## src/rtl/sdc_loop_monitor.sv

```systemverilog
// SDC loop read-back monitor: synchronises and debounces the end-of-loop sense and checks it
// against the relay close command. A close timeout or an uncommanded open latches a fault.
module sdc_loop_monitor #(
    parameter int DEBOUNCE_CYCLES      = 16,
    parameter int CLOSE_TIMEOUT_CYCLES = 50000,
    parameter int CNT_W                = 16
) (
    input  logic       clk,
    input  logic       power_on_reset,
    input  logic       sdc_sense,
    input  logic       sdc_close_cmd,
    input  logic       ebs_armed,
    input  logic       fault_clear,
    output logic       sdc_closed,
    output logic [1:0] sdc_state,
    output logic       ebs_trigger,
    output logic       close_timeout_err,
    output logic       unexpected_open_err
);

    typedef enum logic [1:0] {
        ST_OPEN    = 2'b00,
        ST_CLOSING = 2'b01,
        ST_CLOSED  = 2'b10,
        ST_FAULT   = 2'b11
    } state_t;

    localparam logic [CNT_W-1:0] DEB_LAST = CNT_W'(DEBOUNCE_CYCLES - 1);
    localparam logic [CNT_W-1:0] TO_LAST  = CNT_W'(CLOSE_TIMEOUT_CYCLES - 1);

    logic             sense_p0;
    logic             s_sync;
    logic [CNT_W-1:0] deb_cnt;
    logic [CNT_W-1:0] timer;
    state_t           state;

    assign sdc_state = state;

    // Stage p0/p1: two-flop synchroniser for the asynchronous loop sense
    always_ff @(posedge clk or posedge power_on_reset) begin
        if (power_on_reset) begin
            sense_p0 <= 1'b0;
            s_sync   <= 1'b0;
        end else begin
            sense_p0 <= sdc_sense;
            s_sync   <= sense_p0;
        end
    end

    // Debounce: sdc_closed follows s_sync only after it has differed for DEBOUNCE_CYCLES cycles
    always_ff @(posedge clk or posedge power_on_reset) begin
        if (power_on_reset) begin
            deb_cnt    <= '0;
            sdc_closed <= 1'b0;
        end else if (s_sync == sdc_closed) begin
            deb_cnt <= '0;
        end else if (deb_cnt == DEB_LAST) begin
            sdc_closed <= s_sync;
            deb_cnt    <= '0;
        end else begin
            deb_cnt <= deb_cnt + CNT_W'(1);
        end
    end

    // Supervision FSM; ebs_trigger and error flags are registered alongside the state
    always_ff @(posedge clk or posedge power_on_reset) begin
        if (power_on_reset) begin
            state               <= ST_OPEN;
            timer               <= '0;
            ebs_trigger         <= 1'b0;
            close_timeout_err   <= 1'b0;
            unexpected_open_err <= 1'b0;
        end else begin
            case (state)
                ST_OPEN: begin
                    if (sdc_close_cmd) begin
                        state <= ST_CLOSING;
                        timer <= '0;
                    end
                end
                ST_CLOSING: begin
                    timer <= timer + CNT_W'(1);
                    // A loop that closes on the timeout cycle still counts as closed
                    if (sdc_closed) begin
                        state <= ST_CLOSED;
                    end else if (!sdc_close_cmd) begin
                        state <= ST_OPEN;
                    end else if (timer == TO_LAST) begin
                        state             <= ST_FAULT;
                        close_timeout_err <= 1'b1;
                        ebs_trigger       <= ebs_armed;
                    end
                end
                ST_CLOSED: begin
                    if (!sdc_closed) begin
                        if (sdc_close_cmd) begin
                            state               <= ST_FAULT;
                            unexpected_open_err <= 1'b1;
                            ebs_trigger         <= ebs_armed;
                        end else begin
                            state <= ST_OPEN;
                        end
                    end
                end
                ST_FAULT: begin
                    // Leaving FAULT needs the relay command dropped, so a clear cannot re-arm a live close
                    if (fault_clear && !sdc_close_cmd) begin
                        state               <= ST_OPEN;
                        ebs_trigger         <= 1'b0;
                        close_timeout_err   <= 1'b0;
                        unexpected_open_err <= 1'b0;
                    end else if (ebs_armed) begin
                        ebs_trigger <= 1'b1;
                    end
                end
                default: state <= ST_OPEN;
            endcase
        end
    end

endmodule

```

## config.mk

```make
export PLATFORM = sky130hd
export DESIGN_NAME = sdc_loop_monitor
export DESIGN_NICKNAME = d
export VERILOG_FILES = /design/src/rtl/sdc_loop_monitor.sv
export SDC_FILE = /design/constraint.sdc
export NUM_CORES = 1
export LEC_CHECK = 0
export ABC_CLOCK_PERIOD_IN_PS = 2000
export BUFFER_PORTS_ARGS = -buffer_cell sky130_fd_sc_hd__buf_2
export CAP_MARGIN = 10
export CORE_AREA = 5 5 97 99
export DETAILED_ROUTE_END_ITERATION = 10
export DIE_AREA = 0 0 102 104
export SLEW_MARGIN = 20
export SYNTH_ARGS = -nofsm -noshare
export SYNTH_HDL_FRONTEND = slang
export SYNTH_SLANG_ARGS = --single-unit
```

## constraint.sdc

```tcl
create_clock -name clk -period 2 [get_ports clk]
set_input_delay 0 -clock clk [delete_from_list [all_inputs] [get_ports clk]]
set_output_delay 0 -clock clk [all_outputs]
set_load 0.1 [all_outputs]
```

==> results by group <==
Run status
  – Outcome: finished, violations left
  – Failing checks: negative setup slack

Final layout
  – Area Growth Syn to Fin: 20.7%
  – Share of post-route cells with drive strength above 1: 16.5%
  – Multi-input logic area: 1020 um^2
  – NumNets Final: 255
  – Flip-flop and latch area: 1000 um^2
  – Fill cell count: 879
  – Final Cell Area: 2490 um^2
  – Commonest cells after routing, fill and taps aside: dfrtp_1, nand2_1, nor2_1, o21ai_0, buf_4
  – Commonest non-fill, non-tap cell in the layout: dfrtp_1
  – Final std cells w/o fill: 356
  – Ant diodes: 0

Routing
  – Drt pass-1 iters: 5
  – DR vias/cell: 4.79
  – Final wirelength: 4.39 mm
  – Detail Route Antenna Nets: 0
  – 1st-iter DRT viols: 47
  – Detailed-route via count: 1705
  – WL/cell: 12.3 um
  – DRC: 0

Timing
  – Setup-failing EPs final: 1
  – Achievable frequency: 0.490 GHz
  – Worst setup margin: -42.9 ps
  – Final Hold Fails: 0
  – Final Skew: 6.68 ps
  – Worst Max-Slew Pin Slew: 671 ps
  – Slew Viols, Final: 0
  – Minimum clock period: 2040 ps
  – Slew HR: 55.2%
  – RSZ-0062 raised after global routing: yes
  – Period utilisation layout: 102%

Synth
  – Main combinational cell family by area after synthesis: simple AND/OR/NAND/NOR gates
  – Simple logic cell fraction of the synthesized area: 27.1%
  – Synth Area in XOR/XNOR: 5.95%
  – Synth Area in Adders: 1.22%
  – Synthesis warning total: 0
  – Synthesized area: 2060 um^2
  – Top cell type's share of synthesized area: 48.6%
  – Sequential area share after synthesis: 48.6%
  – Gate Count Post-Synth: 221
  – Mapped Nets: 229
  – Complex-gate fraction of the synthesized area: 13.7%
  – Post-synthesis mux area share: 1.09%
  – Synth area leader: dfrtp_1
  – Avg Inst Size Synth: 9.32 um^2
  – Post-synthesis register bit count: 40
  – Dominant cells by area after synthesis: dfrtp_1, nand2_1, xor2_1
  – Unique masters post-synth: 39

Die
  – Die Wd: 102 um
  – Initial Util: 24.3%
  – Row cnt: 34
  – Die ar.: 10600 um^2
  – Die H: 104 um
  – Io pins: 12
  – Core region area: 8470 um^2

CTS
  – Clock Sinks: 40
  – Clk_lat worst skew: 290 ps
  – Clock buffer depth: 2
  – Post-CTS setup repair buffer count: 0
  – CTS tree: built
  – Clock transition at path regs: 80 ps
  – Root Driver: clkbuf_8
  – H-tree levels: 2
  – Num CTS Buffers: 5

Worst setup path
  – WS Path Type: reg2reg
  – WP data required: 2180 ps
  – Critical path launch point type: flip-flop
  – CP max FO: 2
  – Critical path startpoint: timer[7]
  – CP Cell Sequence: or4bb_1 -> or4_4 -> a22oi_2 -> mux2_4
  – Crit-path leading delay family: simple AND/OR/NAND/NOR gates
  – Crit-path slowest cell: or4_4
  – WP data arrival: 2220 ps
  – CP Buf/Inv Count: 0
  – Reg2reg start: timer[7]
  – Max incr delay on CP: 560 ps
  – Worst setup EP type: flip-flop

Place
  – Placed cells: 345
  – DP HPWL: 3.08 mm
  – RePlAce Congestion: 0.769
  – Buffers added on ports: 11
  – Placed inst area: 2330 um^2

Power
  – Switching power: 0.455 mW
  – Power Density: 708 nW/um^2
  – Internal cell power: 1.30 mW
  – Worst VDD drop: 0.480 mV
  – Sw Ratio: 25.9%
  – Sequential share of power: 49.1%
  – Clock Power Share: 39.8%
  – Comb power frac: 11.1%
  – Leak pwr: 1.06 nW

Global routing
  – First-pass GRT wire length: 7.78 mm
  – Antenna violations before repair: 0
  – Global-route usage over all layers: 8.77%
  – Vias in the first global route: 1650
  – Largest net degree at the start of global routing: 41
  – Total grt overflow: 0

Min path
  – Hold_sp: fault_clear
  – HP Class: in2reg

Job
  – Max_cap viols: 0
[worst paths after layout]
kind	to	slack, ps	cells after the start
worst max-delay path	ebs_trigger	-40	4
worst min-delay path	sdc_state[1]	40	4
worst max register to register	ebs_trigger	-40	4
worst min register to register	s_sync	360	0
max in group asynchronous	sdc_state[1]	1230	4
min in group asynchronous	timer[0]	390	4
[layer usage]
metal  global-route usage, %  part of all wire (%)  vias to the layer above
met5                       0                     0                        -
met4                    1.87                  0.50                        0
met3                    2.21                   3.0                        5
met2                    13.3                    47                       23
met1                    12.6                    49                      818
li1                        -                     -                      859
[cell usage after synthesis]
library cell and n:
inv_1 3, or4bb_1 1, nor3b_1 1, o211ai_1 3
or3_1 2, a221oi_1 1, o22ai_1 2, and4_1 5
nand4b_1 1, xnor2_1 5, ha_1 2, or4b_1 1
o21ai_1 7, a22o_1 1, and2_1 2, a31oi_1 5
and3_1 5, or4_4 1, or4_1 4, o21ai_0 15
nand2b_1 2, a21boi_0 1, nor2b_1 3, nand4_1 12
a21oi_1 6, nor4_1 5, xor2_1 9, nand2_1 24
mux2_2 1, o31ai_1 3, mux2_1 1, o21bai_1 2
nand3b_1 1, clkbuf_1 10, nor3_1 3, nand3_1 13
nor2_1 17, a22oi_2 1, dfrtp_1 40
[registers in the layout, summed over array words and instances, names as in the netlist]
| signal | flops |
|---|---|
| deb_cnt | 16 |
| timer | 16 |
| sdc_state | 2 |
| sense_p0 | 1 |
| unexpected_open_err | 1 |
| close_timeout_err | 1 |
| sdc_closed | 1 |
| s_sync | 1 |
| ebs_trigger | 1 |
[cell type report]
cell class                 count  area share, %
clock buffer                   6           3.32
clock inverter                 2           1.56
inverter                       3          0.453
multi-input combinational    168           40.9
sequential                    40           40.4
tap                          108           5.44
timing repair buffer          29           7.95
[power by group through the flow]
stage | clock [mW] | sequential [mW] | combinational, mW
3_5_place_dp | 0 | 0.879 | 0.188
3_3_place_gp | 0 | 0.878 | 0.185
2_1_floorplan | 0 | 0.930 | 0.0808
6_report | 0.700 | 0.863 | 0.196
5_1_grt | 0.754 | 0.868 | 0.217
4_1_cts | 0.722 | 0.864 | 0.199
[metrics by stage]
| stage | util [%] | TNS [ps] | total power [mW] | setup slack (ps) | hold WS [ps] |
|---|---|---|---|---|---|
| after floorplan | - | -32.3 | 1.01 | -32.3 | 31.4 |
| after global placement | 27.5 | -32.8 | 1.06 | -32.8 | 110 |
| after detailed placement | 27.5 | -54.8 | 1.07 | -54.8 | 113 |
| after CTS | 29.4 | -45.4 | 1.79 | -45.4 | 35.2 |
| after global routing | 29.4 | -76.4 | 1.84 | -76.4 | 48.2 |
| final | 29.4 | -42.9 | 1.76 | -42.9 | 44.2 |
[tightest hold or removal path: stages]
cell and delay [ps]:
buf_2 100, nor2_1 90, a221oi_1 50, nand2_1 60
[repair_timing]
item / 4_1_cts / 5_1_grt
gates resized for setup: 1 / 0
endpoints found under the setup margin: 1 / 1
pin swaps: 1 / 0
hold buffers: 3 / 0
hold endpoints to repair: 42 / 0
gates cloned: 0 / 0
[cell families (layout without fill, tap and decap cells)]
logic type | Yosys count | in the layout
XOR/XNOR | 14 | 14
buffers and inverters | 13 | 40
multiplexers | 2 | 2
AO/OA/AOI/OAI | 47 | 47
AND/OR/NAND/NOR | 103 | 103
flip-flops | 40 | 40
adder cells (fa/ha/maj) | 2 | 2
Note: power is estimated with default switching activity, not from simulation.
